[src/rtl/seq_pkg.sv]
// Shared types for the stage sequencer: state encoding and stage count.
package seq_pkg;

    localparam int STAGE_COUNT = 8;

    typedef enum logic [2:0] {
        ST_IDLE   = 3'd0,
        ST_FETCH  = 3'd1,
        ST_DECODE = 3'd2,
        ST_EXEC   = 3'd3,
        ST_MEM    = 3'd4,
        ST_WRITE  = 3'd5,
        ST_HALT   = 3'd6,
        ST_ERROR  = 3'd7
    } stage_e;

    // Only loads and stores wait on the data memory.
    function automatic logic needs_mem(input logic ld, input logic st);
        return ld | st;
    endfunction

endpackage

[src/rtl/seq_timeout_cnt.sv]
// MEM-stage wait counter; at_limit flags that one more wait cycle would hit MEM_TIMEOUT.
module seq_timeout_cnt #(
    parameter int MEM_TIMEOUT = 255
) (
    input  logic clk,
    input  logic rst,
    input  logic clear,
    input  logic inc,
    output logic at_limit
);

    localparam int TW = (MEM_TIMEOUT > 1) ? $clog2(MEM_TIMEOUT) : 1;
    localparam logic [TW-1:0] LIMIT = TW'(MEM_TIMEOUT - 1);

    logic [TW-1:0] cnt_r;

    // Wait-cycle counter, saturating at LIMIT since the FSM leaves MEM there.
    always_ff @(posedge clk) begin
        if (rst) begin
            cnt_r <= {TW{1'b0}};
        end else if (clear) begin
            cnt_r <= {TW{1'b0}};
        end else if (inc && (cnt_r != LIMIT)) begin
            cnt_r <= cnt_r + TW'(1);
        end else begin
            cnt_r <= cnt_r;
        end
    end

    assign at_limit = (cnt_r == LIMIT);

endmodule

[src/rtl/stage_sequencer.sv]
// Five-stage instruction sequencer with MEM wait/timeout and sticky HALT/ERROR.
// Optional build macro: STAGE_SEQ_MEM_SKIP_EN (non-memory instructions bypass MEM).
module stage_sequencer
    import seq_pkg::*;
#(
    parameter int MEM_TIMEOUT = 255,
    parameter int CNT_W       = 32
) (
    input  logic             clk,
    input  logic             rst,
    input  logic             run,
    input  logic             is_load,
    input  logic             is_store,
    input  logic             is_halt,
    input  logic             uart_store,
    input  logic             uart_busy,
    input  logic             mem_ready,
    output logic             fetch_en,
    output logic             decode_en,
    output logic             exec_en,
    output logic             mem_en,
    output logic             write_en,
    output logic [2:0]       stage,
    output logic             halted,
    output logic             err,
    output logic [CNT_W-1:0] retire_cnt
);

    stage_e           state_r;
    stage_e           next_s;
    logic [CNT_W-1:0] retire_r;
    logic             mem_op_s;
    logic             stall_s;
    logic             wait_inc_s;
    logic             wait_clr_s;
    logic             at_limit_s;

    assign mem_op_s   = needs_mem(is_load, is_store);
    assign stall_s    = uart_store & uart_busy;
    assign wait_clr_s = (state_r != ST_MEM);

    seq_timeout_cnt #(
        .MEM_TIMEOUT (MEM_TIMEOUT)
    ) u_timeout (
        .clk      (clk),
        .rst      (rst),
        .clear    (wait_clr_s),
        .inc      (wait_inc_s),
        .at_limit (at_limit_s)
    );

    // State register.
    always_ff @(posedge clk) begin
        if (rst) begin
            state_r <= ST_IDLE;
        end else begin
            state_r <= next_s;
        end
    end

    // Next-state logic; MEM either advances, waits, or times out.
    always_comb begin
        next_s     = state_r;
        wait_inc_s = 1'b0;
        case (state_r)
            ST_IDLE: begin
                if (run) begin
                    next_s = ST_FETCH;
                end else begin
                    next_s = ST_IDLE;
                end
            end
            ST_FETCH:  next_s = ST_DECODE;
            ST_DECODE: next_s = ST_EXEC;
            ST_EXEC: begin
                if (is_halt) begin
                    next_s = ST_HALT;
                end
`ifdef STAGE_SEQ_MEM_SKIP_EN
                else if (!mem_op_s) begin
                    next_s = ST_WRITE;
                end
`endif
                else begin
                    next_s = ST_MEM;
                end
            end
            ST_MEM: begin
                if (stall_s || (mem_op_s && !mem_ready)) begin
                    wait_inc_s = 1'b1;
                    if (at_limit_s) begin
                        next_s = ST_ERROR;
                    end else begin
                        next_s = ST_MEM;
                    end
                end else begin
                    next_s = ST_WRITE;
                end
            end
            ST_WRITE: next_s = ST_FETCH;
            ST_HALT:  next_s = ST_HALT;
            ST_ERROR: next_s = ST_ERROR;
            default:  next_s = ST_ERROR;
        endcase
    end

    // Retired-instruction counter, wraps naturally at 2^CNT_W.
    always_ff @(posedge clk) begin
        if (rst) begin
            retire_r <= {CNT_W{1'b0}};
        end else if (state_r == ST_WRITE) begin
            retire_r <= retire_r + CNT_W'(1);
        end else begin
            retire_r <= retire_r;
        end
    end

    assign fetch_en   = (state_r == ST_FETCH);
    assign decode_en  = (state_r == ST_DECODE);
    assign exec_en    = (state_r == ST_EXEC);
    assign mem_en     = (state_r == ST_MEM) && !stall_s;
    assign write_en   = (state_r == ST_WRITE);
    assign stage      = state_r;
    assign halted     = (state_r == ST_HALT);
    assign err        = (state_r == ST_ERROR);
    assign retire_cnt = retire_r;

endmodule

[config.mk]
export PLATFORM = sky130hd
export DESIGN_NAME = stage_sequencer
export DESIGN_NICKNAME = d
export VERILOG_FILES = /design/src/rtl/seq_pkg.sv /design/src/rtl/seq_timeout_cnt.sv /design/src/rtl/stage_sequencer.sv
export SDC_FILE = /design/constraint.sdc
export NUM_CORES = 1
export LEC_CHECK = 0
export ABC_AREA = 1
export CELL_PAD_IN_SITES_DETAIL_PLACEMENT = 1
export CELL_PAD_IN_SITES_GLOBAL_PLACEMENT = 1
export CORE_UTILIZATION = 32
export CTS_BUF_LIST = sky130_fd_sc_hd__clkbuf_2
export CTS_CLUSTER_DIAMETER = 50
export CTS_CLUSTER_SIZE = 30
export DETAILED_ROUTE_END_ITERATION = 8
export PLACE_DENSITY_LB_ADDON = 0.1
export SLEW_MARGIN = 10
export SYNTH_ARGS = -nofsm -noshare
export SYNTH_HDL_FRONTEND = slang
export SYNTH_SLANG_ARGS = --single-unit
[constraint.sdc]
create_clock -name clk -period 1.4 [get_ports clk]
set_clock_uncertainty 0.1 [all_clocks]
set_input_delay 0.42 -clock clk [delete_from_list [all_inputs] [get_ports clk]]
set_output_delay 0.42 -clock clk [all_outputs]
set_load 0.03 [all_outputs]
==> flow_metrics.env, run 1 <==
export IMPL_cts_buffers=5
export IMPL_status="stopped before the end"
export IMPL_crit_endpoint="mem_en"
export IMPL_synth_simple_area_share=0.4271
export IMPL_clockRootBuffer="clkbuf_2"
export IMPL_rows=31
export IMPL_lastStage="5_1_grt"
export IMPL_syn_num_nets=411
export IMPL_synth_area_mm2=0.002429
export IMPL_synth_cell_type_count=22
export IMPL_cts_sinks=43
export IMPL_initial_core_util=0.3330
export IMPL_dieWidth_um=89.12
export IMPL_stop_error="[ERROR GRT-0232] Routing congestion too high. Check the congestion heatmap in the GUI."
export IMPL_placed_cell_area_mm2=0.003685
export IMPL_synth_yosys_seq_area_share=0.3545
export IMPL_worst_ep_kind="top-level output"
export IMPL_synth_fa_ha_area_frac=0.01546
export IMPL_grt_use_total=0.8565
export IMPL_cts_htree_levels=2
export IMPL_grt_max_degree=18
export IMPL_gr_total_overflow=225
export IMPL_fp_dieH_um=89.12
export IMPL_place_gp_congestion=0.8719
export IMPL_yosysWarnings=0
export IMPL_avgSynthCellArea_um2=6.087
export IMPL_netlist_instances=399
export IMPL_dp_cells=628
export IMPL_io_buffers=50
export IMPL_synthTopCellsByArea="dfxtp_1, nand2_1, nor2_1"
export IMPL_cts_max_path_buffers=2
export IMPL_ios=51
export IMPL_synth_xor_area_frac=0.01803
export IMPL_synth_compound_area_frac=0.08604
export IMPL_yosys_area_top_type="dfxtp_1"
export IMPL_synth_top_family_by_area="simple AND/OR/NAND/NOR gates"
export IMPL_synth_area_mux_share=0
export IMPL_ys_ff_latch=43
export IMPL_dpl_hpwl_um=6843
export IMPL_yosys_area_top_type_share=0.3545
export IMPL_antenna_found_initial=2
[cell families after synthesis]
kind of cell / count (synthesis)
AOI/OAI and AO/OA: 41
DFF: 43
buffers and inverters: 64
xor gates and xnor gates: 5
adders and majority gates: 3
and+or+nand+nor: 243
[repair_timing]
| action | 4_1_cts |
|---|---|
| buffers inserted | 62 |
| hold buffers | 0 |
| gates resized for setup | 170 |
| setup endpoints to repair | 76 |
| pin swaps | 35 |
[synth_stat cells]
master	n
dfxtp_1	43
o22ai_1	1
a21oi_1	26
nand2_1	105
clkbuf_1	2
buf_1	1
nor3b_1	1
nor2_1	84
nand3_1	26
nand3_2	1
xnor2_1	3
ha_1	3
nor3_1	6
xor2_1	2
o21ai_0	13
inv_2	1
nand2_2	1
nor2_2	1
nand4_1	13
a211oi_1	1
inv_1	60
nor2_4	5
[per-layer routing]
layer / GRT usage / GRT overflow
met5: 0.2208 / 0
met4: 0.9870 / 78
met3: 0.6648 / 3
met2: 1.049 / 143
met1: 0.8215 / 1
[through the flow]
stage	TNS, ns	setup WS [ns]	hold WS, ns
floorplan	-0.8546	-0.1081	0.3614
global placement	-10.25	-0.5441	0.3484
detailed placement	-11.45	-0.6288	0.3706
CTS	-11.77	-0.4861	0.4305
==> run 2: changes to the inputs <==
==> config.mk (replaced) <==
export PLATFORM = sky130hd
export DESIGN_NAME = stage_sequencer
export DESIGN_NICKNAME = d
export VERILOG_FILES = /design/src/rtl/seq_pkg.sv /design/src/rtl/seq_timeout_cnt.sv /design/src/rtl/stage_sequencer.sv
export SDC_FILE = /design/constraint.sdc
export NUM_CORES = 1
export LEC_CHECK = 0
export ABC_AREA = 1
export CORE_UTILIZATION = 24
export DETAILED_ROUTE_END_ITERATION = 8
export PLACE_DENSITY_LB_ADDON = 0.15
export SLEW_MARGIN = 10
export SYNTH_ARGS = -nofsm -noshare
export SYNTH_HDL_FRONTEND = slang
export SYNTH_SLANG_ARGS = --single-unit
==> constraint.sdc (replaced) <==
create_clock -name clk -period 1.8 [get_ports clk]
set_clock_uncertainty 0.1 [all_clocks]
set_input_delay 0.54 -clock clk [delete_from_list [all_inputs] [get_ports clk]]
set_output_delay 0.54 -clock clk [all_outputs]
set_load 0.03 [all_outputs]
==> run 2 against run 1 <==
  * The flow now finishes, with violations (negative setup slack)
  * Area after synthesis unchanged
  * Synthesized cell count unchanged
==> flow_metrics.env, run 2 <==
export IMPL_dieWidth_um=102.6
export IMPL_clockRootBuffer="clkbuf_8"
export IMPL_wire_per_inst_um=11.51
export IMPL_final_cell_mix="nand2_1, nor2_1, inv_1, buf_4, dfxtp_1"
export IMPL_cts_clk_slew_worst_paths_ns=0.08
export IMPL_regArea_um2=872.1
export IMPL_peakVddDrop_mv=0.2407
export IMPL_max_slew_margin=0.7190
export IMPL_slowest_stage="dfxtp_4"
export IMPL_wirelength_um=7392
export IMPL_p_per_area_mw_per_mm2=535.8
export IMPL_crit_type="flop to primary output"
export IMPL_cts_sinks=43
export IMPL_worstPathMaxFanout=4
export IMPL_multiInputGateArea_mm2=0.001411
export IMPL_dpl_worst_slack_ns=-0.3325
export IMPL_nFillCells=1073
export IMPL_cp_slowest_stage_delay_ns=0.36
export IMPL_yosys_area_top_type="dfxtp_1"
export IMPL_route_detailed_drc=0
export IMPL_drtAntennaViolNets=0
export IMPL_rsz0062_at_grt="yes"
export IMPL_crit_family="flip-flops"
export IMPL_grt_pass1_wl_um=12450
export IMPL_status="finished with violations"
export IMPL_timing_final_hold_violations=0
export IMPL_synth_area_mm2=0.002429
export IMPL_rrSetupSlack_ns=0.12
export IMPL_synthMostInstantiatedCell="nand2_1"
export IMPL_antenna_cells=0
export IMPL_setup_ws_ns=-0.04477
export IMPL_synth_edf_count=0
export IMPL_hold_ws_ns=0.3914
export IMPL_postLayoutCoreUtil=0.3738
export IMPL_largest_register_ffs=32
export IMPL_area_delta_synth_final_pct=50.44
export IMPL_yosysWarnings=0
export IMPL_netlist_instances=399
export IMPL_leakage_nw=1.717
export IMPL_cts_htree_levels=2
export IMPL_drt_initial_drc_count=85
export IMPL_period_minus_slack_ns=1.845
export IMPL_async_reset_ff_frac=0
export IMPL_dpl_hpwl_um=5808
export IMPL_drive_gt1_frac=0.1984
export IMPL_finalNetCount=520
export IMPL_report_final_setup_viol=4
export IMPL_synthFlopType="dfxtp_1"
export IMPL_start_kind="flop"
export IMPL_core_mm2=0.009774
export IMPL_crit_chain="inv_4, nand2_4, nor2_4, inv_2, a21oi_4, buf_6"
export IMPL_holdPathEnd="retire_cnt[0]"
export IMPL_antenna_found_initial=0
export IMPL_fmax_mhz=542.1
export IMPL_syn_num_nets=411
export IMPL_yosys_area_top_type_share=0.3545
export IMPL_cts_buffers=5
export IMPL_tightest_slew_ns=0.4183
export IMPL_vias=2743
export IMPL_cts_tree="done"
export IMPL_instances_no_fill=642
export IMPL_postCtsHoldBufs=0
export IMPL_grt_use_total=0.1525
export IMPL_hold_class="flop to flop"
export IMPL_ios=51
export IMPL_rows=36
export IMPL_power_w=0.001958
export IMPL_synth_common_cells="nand2_1, nor2_1, inv_1"
export IMPL_min_from="retire_cnt[0]"
export IMPL_crit_buf_inv=3
export IMPL_dp_cells=623
export IMPL_synth_yosys_seq_area_share=0.3545
export IMPL_clock_latency_ns=0.30
export IMPL_dieArea_mm2=0.01053
export IMPL_violations="negative setup slack"
export IMPL_slew_violations=0
export IMPL_avgSynthCellArea_um2=6.087
export IMPL_cts_max_path_buffers=2
export IMPL_io_buffers=50
export IMPL_reg2regPathDepth=9
export IMPL_finalCritPeriodShare=1.025
export IMPL_grt_pass1_vias=2641
export IMPL_drv_cap=0
export IMPL_reg2reg_to="retire_cnt[27]"
export IMPL_dr_pass1_iters=4
export IMPL_synthTopCellsByArea="dfxtp_1, nand2_1, nor2_1"
export IMPL_synth_cell_type_count=22
export IMPL_final_common_cell="nand2_1"
export IMPL_ys_ff_latch=43
export IMPL_initial_core_util=0.2485
export IMPL_crit_arrival_ns=1.20
export IMPL_worstHoldPathCells=1
export IMPL_endpoint_kind="primary output"
export IMPL_viasPerCell=4.273
export IMPL_cp_required_ns=1.16
export IMPL_grt_max_degree=13
export IMPL_fp_dieH_um=102.6
export IMPL_place_gp_congestion=0.8174
export IMPL_gr_total_overflow=0
==> run 2: final cells by class <==
class | count | area share
repair buffers | 105 | 0.2380
well taps | 133 | 0.04555
multi-input cells | 292 | 0.3863
inverters | 61 | 0.06404
flip-flops and latches | 43 | 0.2387
clock buffers | 8 | 0.02740
==> run 2: power by group <==
part / switching, W / total [W] / leakage (nW) / internal [W]
registers: 0.0000162 / 0.000980 / 0.349 / 0.000964
logic: 0.000162 / 0.000282 / 1.32 / 0.000121
clock network: 0.000345 / 0.000696 / 0.0515 / 0.000351
total: 0.000522 / 0.00196 / 1.72 / 0.00144
==> run 2: per-stage QoR <==
stage               instance area, um2  setup TNS, ns
global placement                  3407         -2.073
CTS                               3571        -0.1436
finish                            3654        -0.1233
floorplan                         2444              0
global route                      3654        -0.4515
detailed placement                3407         -2.610
==> run 2: how the worst max path moves through the flow <==
stage,from,end,slack (ns),depth (start not counted)
global route,stage[0],mem_en,-0.09,6
floorplan,stage[0],mem_en,0.01,5
finish,stage[0],mem_en,-0.04,6
detailed placement,uart_store,u_timeout.cnt_r[7],-0.33,8
CTS,stage[0],mem_en,-0.09,6
global placement,is_store,u_timeout.cnt_r[4],-0.27,8
==> run 2: per-layer routing <==
metal / vias up / GRT usage / wire [um]
met5: - / 0 / 0
met4: 0 / 0.03956 / 83
met3: 5 / 0.02237 / 148
met2: 29 / 0.2533 / 3413
met1: 1240 / 0.2059 / 3746
li1: 1469 / - / -
==> run 2: cells by family after synthesis <==
group	Yosys count	synth area share
AO/OA/AOI/OAI	41	0.08604
XOR/XNOR	5	0.01804
adder cells (fa/ha/maj)	3	0.01546
buffers and inverters	64	0.09892
flip-flops	43	0.3545
AND/OR/NAND/NOR	243	0.4271
==> run 2: timing repair <==
item / 4_1_cts / 5_1_grt
resized for setup: 60 / 14
pin swaps: 2 / 8
setup endpoints to repair: 45 / 21
setup buffers: 6 / 6
Note: power is estimated with default switching activity, not from simulation.
==> run 3: changes to the inputs <==
--- a/config.mk
+++ b/config.mk
@@ -5,7 +5,6 @@
 export SDC_FILE = /design/constraint.sdc
 export NUM_CORES = 1
 export LEC_CHECK = 0
-export ABC_AREA = 1
 export CORE_UTILIZATION = 24
 export DETAILED_ROUTE_END_ITERATION = 8
 export PLACE_DENSITY_LB_ADDON = 0.15
==> run 3 against run 2 <==
  * The flow finishes with violations (design-rule violations, negative setup slack)
  * Via count shrank 8.1%
  * Synthesized cell count shrank 33%
  * Clock power grew 22%
  * Die area shrank 8.7%
  * Maximum frequency shrank 10%
  * Design area grew 7.5%
  * Area after synthesis shrank 8.9%
  * Critical endpoint unchanged
  * Largest power group unchanged
==> flow_metrics.env, run 3 <==
export IMPL_yosysWarnings=0
export IMPL_viasPerCell=5.042
export IMPL_synth_yosys_seq_area_share=0.3889
export IMPL_synth_xor_area_frac=0.04748
export IMPL_synth_area_mux_share=0.009610
export IMPL_r2r_start="retire_cnt[17]"
export IMPL_min_from="retire_cnt[31]"
export IMPL_timing_final_hold_violations=0
export IMPL_grt_max_degree=17
export IMPL_clockRootBuffer="clkbuf_8"
export IMPL_route_detailed_drc=3
export IMPL_initial_core_util=0.2513
export IMPL_dpl_hpwl_um=4628
export IMPL_instances_no_fill=500
export IMPL_tightest_slew_ns=0.4131
export IMPL_dieWidth_um=98.04
export IMPL_cts_sinks=43
export IMPL_switchingPower_w=0.0005078
export IMPL_grt_use_total=0.1421
export IMPL_synth_simple_area_share=0.3047
export IMPL_async_reset_ff_frac=0
export IMPL_synth_compound_area_frac=0.1798
export IMPL_endpoint_kind="primary output"
export IMPL_worstPathMaxFanout=2
export IMPL_synthTopCellsByArea="dfxtp_1, or4_1, a21oi_1"
export IMPL_synthMostInstantiatedCell="dfxtp_1"
export IMPL_leakage_nw=1.569
export IMPL_yosys_area_top_type_share=0.3889
export IMPL_p_per_area_mw_per_mm2=535.7
export IMPL_avgSynthCellArea_um2=8.321
export IMPL_antenna_cells=0
export IMPL_gr_total_overflow=0
export IMPL_synth_top_family_by_area="simple AND/OR/NAND/NOR gates"
export IMPL_drive_gt1_frac=0.5332
export IMPL_fmax_mhz=487.5
export IMPL_final_cell_mix="buf_4, nor2_1, nand2_1"
export IMPL_fp_dieH_um=98.04
export IMPL_rows=34
export IMPL_crit_arrival_ns=1.41
export IMPL_status="finished with violations"
export IMPL_clock_latency_ns=0.30
export IMPL_power_w=0.002104
export IMPL_syn_num_nets=278
export IMPL_ios=51
export IMPL_drtAntennaViolNets=0
export IMPL_ys_ff_latch=43
export IMPL_cp_required_ns=1.16
export IMPL_drv_cap=0
export IMPL_dpl_worst_slack_ns=-0.3749
export IMPL_hold_class="flop to flop"
export IMPL_pwr_share_seq=0.449
export IMPL_drt_initial_drc_count=45
export IMPL_grt_pass1_vias=2260
export IMPL_area_delta_synth_final_pct=77.45
export IMPL_io_buffers=50
export IMPL_cts_clk_slew_worst_paths_ns=0.09
export IMPL_sw_frac_of_total=0.2413
export IMPL_synthFlopType="dfxtp_1"
export IMPL_finalNetCount=403
export IMPL_wirelength_um=7242
export IMPL_cts_tree="done"
export IMPL_p_int_w=0.001596
export IMPL_finalSetupTns_ns=-2.811
export IMPL_synth_edf_count=0
export IMPL_rsz0062_at_grt="yes"
export IMPL_power_frac_comb=0.148
export IMPL_crit_type="flop to primary output"
export IMPL_synth_fa_ha_area_frac=0.01696
export IMPL_nFillCells=877
export IMPL_setup_ws_ns=-0.2515
export IMPL_netlist_instances=266
export IMPL_antenna_found_initial=0
export IMPL_cts_max_path_buffers=2
export IMPL_synth_cell_type_count=46
export IMPL_dr_pass1_iters=7
export IMPL_slew_violations=0
export IMPL_synth_common_cells="dfxtp_1, nor2_1, a21oi_1"
export IMPL_yosys_area_top_type="dfxtp_1"
export IMPL_cp_startpoint="stage[1]"
export IMPL_start_kind="flop"
export IMPL_final_common_cell="buf_4"
export IMPL_peakVddDrop_mv=0.2728
export IMPL_multiInputGateArea_mm2=0.001583
export IMPL_core_mm2=0.008806
export IMPL_cts_htree_levels=2
export IMPL_report_final_setup_viol=22
export IMPL_regArea_um2=935.9
export IMPL_grt_pass1_wl_um=11130
export IMPL_period_minus_slack_ns=2.051
export IMPL_max_slew_margin=0.7210
export IMPL_violations="design-rule violations, negative setup slack"
export IMPL_finalCritPeriodShare=1.140
export IMPL_wire_per_inst_um=14.48
export IMPL_synth_area_mm2=0.002213
export IMPL_place_gp_congestion=0.7647
export IMPL_dieArea_mm2=0.009611
export IMPL_p_clk_frac=0.403
export IMPL_vias=2521
export IMPL_dp_cells=473
export IMPL_cts_buffers=5
export IMPL_largest_register_ffs=32
run 3: changes by cell type in the layout (fill, tap and decap cells not counted), moves of 14 or more:
cell / before / now
nand2_1: 100 / 20
nor2_1: 79 / 24
inv_1: 57 / 8
dlygate4sd2_1: 34 / 4
dfxtp_1: 40 / 17
buf_4: 57 / 79
nand3_1: 24 / 7
or4_4: 0 / 15
clkbuf_2: 1 / 15
dfxtp_4: 3 / 17
run 3: path summary, 6_finish.rpt:
| check | to | slack, ns | depth (start not counted) |
|---|---|---|---|
| worst max-delay path | mem_en | -0.25 | 4 |
| worst min-delay path | retire_cnt[31] | 0.39 | 2 |
| worst max register to register | retire_cnt[30] | -0.15 | 5 |
| worst min register to register | retire_cnt[31] | 0.39 | 2 |
run 3: critical path: stages, from the launching register on:
cell and delay [ns]:
dfxtp_4 0.35, buf_6 0.11, or3b_4 0.40, a21oi_4 0.12
buf_6 0.14
run 3: power groups by stage:
stage	registers, W	clock network [W]	logic [W]
floorplan	0.000984	0	0.000107
global placement	0.000967	0	0.000228
detailed placement	0.000967	0	0.000228
CTS	0.000945	0.000870	0.000295
global route	0.000947	0.000914	0.000332
finish	0.000945	0.000848	0.000311
run 3: cell families after synthesis:
group	Yosys count
AO/OA/AOI/OAI	60
XOR/XNOR	12
adder cells (fa/ha/maj)	3
buffers and inverters	27
flip-flops	43
multiplexers	2
AND/OR/NAND/NOR	119
run 3: area by class of cell:
cell class                 count  share of cell area
clock buffer                   7             0.02485
clock inverter                 1            0.007646
inverter                       9            0.009239
multi-input combinational    199              0.4030
sequential                    43              0.2383
tap                          108             0.03441
timing repair buffer         133              0.2826
run 3: what timing repair did:
action                                  CTS  global route
cloned                                    3             1
gates resized for setup                  75            76
pin swaps                                 8            16
hold buffers                              0             0
buffers inserted                          9             6
hold endpoints to repair                  0             0
endpoints found under the setup margin   60            55
run 3: layer usage:
metal	up-vias	GRT usage	share of wire
met1	1200	0.1825	0.45
met4	0	0.04196	0.016
met2	51	0.2367	0.49
met5	-	0	0
li1	1260	-	-
met3	10	0.03221	0.041
run 3: through the flow:
| step | area, um2 | hold slack (ns) | util |
|---|---|---|---|
| 2_1_floorplan | 2372 | 0.3555 | - |
| 3_3_place_gp | 3398 | 0.3685 | 0.3859 |
| 3_5_place_dp | 3398 | 0.3776 | 0.3859 |
| 4_1_cts | 3734 | 0.3895 | 0.4240 |
| 5_1_grt | 3928 | 0.4118 | 0.4460 |
| 6_report | 3928 | 0.3923 | 0.4460 |
==> run 4: changes to the inputs <==
--- a/config.mk
+++ b/config.mk
@@ -8,6 +8,7 @@
 export CORE_UTILIZATION = 24
 export DETAILED_ROUTE_END_ITERATION = 8
 export PLACE_DENSITY_LB_ADDON = 0.15
+export SKIP_CTS_REPAIR_TIMING = 1
 export SLEW_MARGIN = 10
 export SYNTH_ARGS = -nofsm -noshare
 export SYNTH_HDL_FRONTEND = slang
==> constraint.sdc (replaced) <==
create_clock -name clk -period 2.6 [get_ports clk]
set_clock_uncertainty 0.1 [all_clocks]
set_input_delay 0.78 -clock clk [delete_from_list [all_inputs] [get_ports clk]]
set_output_delay 0.78 -clock clk [all_outputs]
set_load 0.03 [all_outputs]
==> run 4 against run 3 <==
  * The run ends with design-rule violations left
  * Die area did not move
  * Via count fell by 15%
  * Largest power group unchanged
  * Combinational power fell by 63%
  * Sequential share of layout area rose by 5.5 points
  * Utilization fell by 11 points
  * Final cell count fell by 15%
  * Non-clock buffer count fell by 70
==> flow_metrics.env, run 4 (synthesis results as in run 3) <==
export IMPL_drv_cap=0
export IMPL_core_mm2=0.008806
export IMPL_cp_required_ns=1.72
export IMPL_gr_total_overflow=0
export IMPL_cts_sinks=43
export IMPL_crit_family="buffers and inverters"
export IMPL_grt_max_degree=31
export IMPL_drtAntennaViolNets=0
export IMPL_cts_htree_levels=2
export IMPL_slowest_stage="clkdlybuf4s50_1"
export IMPL_final_common_cell="clkdlybuf4s50_1"
export IMPL_slew_violations=0
export IMPL_nFillCells=915
export IMPL_drive_gt1_frac=0.09779
export IMPL_postLayoutCoreUtil=0.3349
export IMPL_timing_final_hold_violations=0
export IMPL_drt_initial_drc_count=78
export IMPL_dpl_hpwl_um=4130
export IMPL_finalCritPeriodShare=0.9671
export IMPL_cts_tree="done"
export IMPL_final_cell_mix="clkdlybuf4s50_1, dfxtp_1, nor2_1"
export IMPL_crit_type="flop to primary output"
export IMPL_worstPathMaxFanout=15
export IMPL_wire_per_inst_um=13.78
export IMPL_initial_core_util=0.2513
export IMPL_viasPerCell=5.049
export IMPL_cts_clk_slew_worst_paths_ns=0.08
export IMPL_clock_latency_ns=0.29
export IMPL_crit_chain="and3_1, clkdlybuf4s50_1"
export IMPL_power_w=0.001194
export IMPL_finalNetCount=330
export IMPL_dieArea_mm2=0.009611
export IMPL_cts_buffers=5
export IMPL_clockRootBuffer="clkbuf_8"
export IMPL_wirelength_um=5858
export IMPL_route_detailed_drc=2
export IMPL_rsz0062_at_grt="no"
export IMPL_antenna_cells=0
export IMPL_period_minus_slack_ns=2.514
export IMPL_leakage_nw=1.019
export IMPL_rows=34
export IMPL_endpoint_kind="primary output"
export IMPL_p_per_area_mw_per_mm2=405.0
export IMPL_violations="design-rule violations"
export IMPL_place_gp_congestion=0.7651
export IMPL_antenna_found_initial=0
export IMPL_hold_ws_ns=0.3851
export IMPL_grt_use_total=0.1236
export IMPL_grt_pass1_vias=1983
export IMPL_grt_pass1_wl_um=9666
export IMPL_start_kind="flop"
export IMPL_crit_buf_inv=1
export IMPL_ios=51
export IMPL_fp_dieH_um=98.04
export IMPL_cts_max_path_buffers=2
export IMPL_area_delta_synth_final_pct=33.24
export IMPL_hold_class="flop to flop"
export IMPL_fmax_mhz=397.7
export IMPL_vias=2146
export IMPL_largest_register_ffs=32
export IMPL_rrSetupSlack_ns=0.37
export IMPL_peakVddDrop_mv=0.1695
export IMPL_dieWidth_um=98.04
export IMPL_status="finished with violations"
export IMPL_dr_pass1_iters=6
export IMPL_cp_slowest_stage_delay_ns=0.68
export IMPL_tightest_slew_ns=0.4132
export IMPL_report_final_setup_viol=0
export IMPL_max_slew_margin=0.7237
export IMPL_crit_arrival_ns=1.63
export IMPL_io_buffers=50
## run 4: cell types whose count changed in the layout (fill, tap and decap cells not counted), sizes merged
cell           change
dlymetal6s2s       -1
buf               -85
clkdlybuf4s15      -7
or4                -3
bufinv             -1
clkbuf            -16
dlygate4sd2        -4
clkdlybuf4s50     +42
## run 4: worst min-delay path, cell delays in order (launching register included)
cell	delay, ns
dfxtp_1	0.33
o31ai_1	0.06
a21oi_1	0.05
## run 4: worst paths after layout
check	from	to	depth (start not counted)
worst max-delay path	flop	err	2
worst min-delay path	retire_cnt[31]	retire_cnt[31]	2
worst max register to register	retire_cnt[13]	retire_cnt[29]	4
worst min register to register	retire_cnt[31]	retire_cnt[31]	2
## run 4: final cells by class
| cell class | count | area, um2 | share of cell area |
|---|---|---|---|
| clock buffer | 6 | 72.57 | 0.02461 |
| inverter | 9 | 33.78 | 0.01146 |
| multi-input combinational | 196 | 1240 | 0.4204 |
| sequential | 43 | 864.6 | 0.2932 |
| tap | 108 | 135.1 | 0.04582 |
| timing repair buffer | 63 | 603.1 | 0.2045 |
## run 4: metal layers
layer / part of all wire / GRT usage
met1: 0.49 / 0.1656
met5: 0 / 0
met3: 0.043 / 0.02649
met4: 0.0085 / 0.03846
met2: 0.45 / 0.1977
## run 4: where the power goes
part	total [W]	internal (W)	switching [W]
clock network	0.000399	0.000180	0.000220
registers	0.000681	0.000665	0.0000159
logic	0.000115	0.0000546	0.0000599
## run 4: through the flow
stage,cell area (um2),setup TNS [ns],setup slack [ns],instances
after floorplan,2213,0,0.1337,266
after global placement,2861,0,0.1821,419
after detailed placement,2861,0,0.1591,419
after CTS,2934,-0.6503,-0.1649,425
after global routing,2949,0,0.003284,425
final,2949,0,0.08566,425
==> variant 1, RTL diff (flow settings as in run 3) <==
`MEM_TIMEOUT` is set to 255 in 2 places; all go to 510.
--- a/src/rtl/seq_timeout_cnt.sv
+++ b/src/rtl/seq_timeout_cnt.sv
@@ -1,6 +1,6 @@
 // MEM-stage wait counter; at_limit flags that one more wait cycle would hit MEM_TIMEOUT.
 module seq_timeout_cnt #(
-    parameter int MEM_TIMEOUT = 255
+    parameter int MEM_TIMEOUT = 510
 ) (
     input  logic clk,
     input  logic rst,
--- a/src/rtl/stage_sequencer.sv
+++ b/src/rtl/stage_sequencer.sv
@@ -3,7 +3,7 @@
 module stage_sequencer
     import seq_pkg::*;
 #(
-    parameter int MEM_TIMEOUT = 255,
+    parameter int MEM_TIMEOUT = 510,
     parameter int CNT_W       = 32
 ) (
     input  logic             clk,
Function: no difference found for any inputs over 10 cycles, from zero or initial values and one cycle with rst high; that may be too few to reach the edited logic, so the function may still have changed.
==> variant 1 against run 3 <==
The flow finishes with violations (negative setup slack); sequential cell count is 1 higher; core utilization is 0.64 points higher; power is 10% lower; global-route usage is 0.66 points higher; synthesized cell count is 0.38% higher; setup slack worse by 0.087 ns; combinational power is 14% lower; first-iteration DRC count is 69% higher; hold slack better by 0.012 ns; via count is 0.87% higher; final area is 2.4% higher; area after synthesis is 1.7% higher; routed wire length is 0.83% higher; critical path type unchanged; largest cell class unchanged; largest power group unchanged.
==> variant 1: results (changes against run 3) <==
[cts]
cts_resized = 86  ; +15%
cts_setup_buffers = 16  ; +7
cts_buffer_depth = 2  ; unchanged
cts_root_buffer = clkbuf_8
cts_buffers = 5  ; unchanged
insertion_delay_ns = 0.30  ; about the same
cts_max_level = 2  ; unchanged

[yosys]
ys_seq_area_share_pct = 39.1  ; +0.24 points
synth_cell_types = 46  ; unchanged
async_reset_ff_share_pct = 0  ; unchanged
yosysWarnings = 0  ; unchanged
yosys-top-cells-count = dfxtp_1, a21oi_1, nor2_1, or4_1, nand2_1
synth_area_leaders = dfxtp_1, a21oi_1, or4_1, nor2_1, o31ai_1
synth_nets = 279  ; +0.36%

[hold_path]
min-delay-start = u_timeout.cnt_r[7]$_SDFFE_PP0P_
holdPathEnd = u_timeout.cnt_r[7]$_SDFFE_PP0P_
hp-class = reg -> reg
holdPathStages = 2  ; unchanged

[setup_path]
r2r_slack_ns = -0.22  ; -0.07 ns
rr_startpoint = stage[1]$_SDFF_PP0_
crit_start = stage[1]$_SDFF_PP0_
r2r-end = u_timeout.cnt_r[7]$_SDFFE_PP0P_
cp_max_fo = 3  ; +1
endpoint = mem_en
worst-r2r-cell-count = 7  ; +2
crit_family = simple AND/OR/NAND/NOR gates

[cells_and_area]
largest_reg_flops = 32  ; unchanged
layout-drive-gt1-share_pct = 55.9  ; +2.6 points
ff_latch_area_um2 = 966  ; +3.2%
diodes = 0  ; unchanged
fill_cells = 880  ; +0.34%
final_net_count = 417  ; +3.5%

[global_route]
grt_pass1_vias = 2357  ; +4.3%
grt_first_pass_wirelength_um = 11600  ; +4.1%
grt_start_max_net_pins = 13  ; -4
antenna_found_initial = 0  ; unchanged
grt.total_usage_pct = 14.9  ; +0.66 points

[status]
status = finished with violations
violations = negative setup slack

[placed_design]
place_congestion = 0.781  ; +2.1%
pre_cts_ws_ns = -0.482  ; -0.107 ns
io_buffers = 50  ; unchanged
hpwl_um = 5010  ; +8.2%

[power]
p_comb_share_pct = 14.1  ; -0.7 points
pg_clk_mw = 0.653  ; -23%
ir_drop_uv = 267  ; -2.1%
power.leakage_nw = 1.61  ; +2.5%
swShare_pct = 25.6  ; +1.5 points

[routing]
post_drt_wl_per_cell_um = 14.2  ; -1.9%
num_vias = 2543  ; +0.87%
dr.pass1.iters = 6  ; -1
drtIter0Drc = 76  ; +69%

[timing]
setup_viol = 30  ; +36%
whs_ns = 0.404  ; +0.0118 ns
slew_headroom_pct = 70.6  ; -1.5 points
fin_ws_ns = -0.338  ; -0.0868 ns

[variant 1: cell count changes after synthesis, moves of 4 or more]
cell	before	now
or3_1	3	13
clkbuf_1	16	9
nand2_1	22	15
o21ai_0	3	10
and3_1	6	1
a41o_1	4	0
nand3_1	10	14
[variant 1: layout make-up]
cell class | count | share of cell area, %
inverter | 7 | 0.653
tap | 108 | 3.36
sequential | 44 | 24.0
multi-input combinational | 203 | 40.2
clock buffer | 8 | 2.24
timing repair buffer | 144 | 29.5
[variant 1: layer usage]
metal | GRT usage, % | part of all wire [%] | vias to the layer above
li1 | - | - | 1284
met1 | 19.6 | 47 | 1197
met2 | 24.2 | 48 | 57
met3 | 3.19 | 4.0 | 5
met4 | 4.71 | 1.1 | 0
met5 | 0 | 0 | -
[variant 1: cell families (layout without fill, tap and decap cells)]
logic type / count (synthesis) / in the layout / share of synthesized area (%)
AND/OR/NAND/NOR: 125 / 125 / 32.5
AO/OA/AOI/OAI: 59 / 59 / 16.4
flip-flops: 44 / 44 / 39.1
buffers and inverters: 20 / 159 / 3.78
XOR/XNOR: 13 / 13 / 5.06
adder cells (fa/ha/maj): 3 / 3 / 1.67
multiplexers: 3 / 3 / 1.50
[variant 1: per-stage QoR]
step / setup TNS, ns / instances / total power [mW] / cell area, µm² / utilization, %
6_report: -4.00 / 514 / 1.88 / 4020 / 45.2
5_1_grt: -6.46 / 514 / 1.98 / 4020 / 45.2
4_1_cts: -5.03 / 507 / 1.92 / 3850 / 43.3
3_5_place_dp: -6.02 / 482 / 1.19 / 3500 / 39.4
3_3_place_gp: -5.71 / 482 / 1.19 / 3500 / 39.4
2_1_floorplan: -2.33 / 267 / 1.11 / 2440 / -
==> variant 2, RTL diff (flow settings as in run 3) <==
Without the edit above. Put one more register stage on the output `retire_cnt`, cleared by the reset. The value now appears one clock later. The other outputs are not delayed to match.
--- a/src/rtl/stage_sequencer.sv
+++ b/src/rtl/stage_sequencer.sv
@@ -123,7 +123,13 @@
     assign stage      = state_r;
     assign halted     = (state_r == ST_HALT);
     assign err        = (state_r == ST_ERROR);
-    assign retire_cnt = retire_r;
+    always_ff @(posedge clk) begin
+        if (rst) begin
+            retire_cnt <= '0;
+        end else begin
+            retire_cnt <= retire_r;
+        end
+    end
 
 endmodule
 
Function: changed (a bounded check fails within 10 cycles, from zero or initial values and one cycle with rst high).
==> variant 2 against run 3 <==
The flow finishes with violations (negative setup slack); area after synthesis up 35%; hold slack worse by 0.010 ns; routed wire length up 4.7%; power up 73%; sequential cell count up 32; core utilization down 4.6 points; setup slack worse by 0.050 ns; final area up 23%; critical endpoint unchanged; largest power group is now clock.
==> variant 2: results (changes against run 3) <==
[routing]
routed-wl-met3_um = 243  ; -17%
dr.pass1.iters = 4  ; -3
drtIter0Drc = 123  ; +170%

[status]
violations = negative setup slack
status = finished with violations

[global_route]
grt_start_max_net_pins = 27  ; +10
grt_first_pass_wirelength_um = 12100  ; +9.1%
grt.total_usage_pct = 12.1  ; -2.1 points
use_met2_pct = 18.9  ; -4.7 points

[timing]
setup_viol = 32  ; +45%
fin_ws_ns = -0.301  ; -0.0496 ns

[yosys]
synthMuxAreaShare_pct = 3.35  ; +2.4 points
ys_ff_latch = 75  ; +74%
synth-xor-area-share_pct = 3.22  ; -1.5 points

[cells_and_area]
signal_buffers = 124  ; -6.8%
layout-drive-gt1-share_pct = 39.0  ; -14 points
nNonClkInverters = 11  ; +2
ff_latch_area_um2 = 1530  ; +64%
multi_input_area_share_pct = 34.8  ; -5.5 points
buf_share_pct = 22.2  ; -6.1 points
clkbuf_count = 14  ; +7
clock_cell_area_share_pct = 6.02  ; +2.8 points

[cts]
cts_root_buffer = clkbuf_16
insertion_delay_ns = 0.34  ; +0.04 ns

[setup_path]
worstPathArrival_ns = 1.46  ; +0.05 ns
r2r_slack_ns = -0.22  ; -0.07 ns

==> variant 2: through the flow <==
step / std cells / hold WS [ns] / cell area [µm²] / utilization, % / setup slack [ns]
after floorplan: 322 / 0.347 / 3080 / - / -0.275
after CTS: 608 / 0.389 / 4580 / 38.0 / -0.329
after global routing: 614 / 0.403 / 4820 / 40.0 / -0.331
after global placement: 580 / 0.363 / 4070 / 33.7 / -0.377
after detailed placement: 580 / 0.377 / 4070 / 33.7 / -0.404
final: 614 / 0.382 / 4820 / 40.0 / -0.301
==> variant 2: repair_timing <==
action,4_1_cts,5_1_grt
pin swaps,13,8
resized for setup,79,50
buffers inserted,12,7
hold buffers,0,0
endpoints found under the setup margin,65,38
cloned,1,1
==> variant 2: final timing paths <==
path	start	endpoint	cells after the start
hold / removal	retire_r[9]$_SDFFE_PP0P_	retire_cnt[9]$_SDFF_PP0_	1
setup reg to reg	stage[1]$_SDFF_PP0_	retire_r[31]$_SDFFE_PP0P_	5
hold reg to reg	retire_r[9]$_SDFFE_PP0P_	retire_cnt[9]$_SDFF_PP0_	1
setup / recovery	stage[1]$_SDFF_PP0_	mem_en	4
==> variant 2: worst max-delay path, stage by stage (launching register included) <==
cell     delay, ns
dfxtp_4       0.35
buf_6         0.11
or3b_4        0.39
a21oi_4       0.13
buf_6         0.14
==> variant 2: where the power goes <==
part	total, mW	internal (mW)	switching, mW
Sequential	1.68	1.67	0.00919
Clock	1.74	1.08	0.655
Combinational	0.228	0.102	0.126
Total	3.64	2.85	0.790
==> variant 2: cells by family after synthesis <==
logic type	after synthesis
xor+xnor	11
flops	75
compound gates	47
buf+inv	27
mux	9
simple gates	150
fa+ha+maj	3
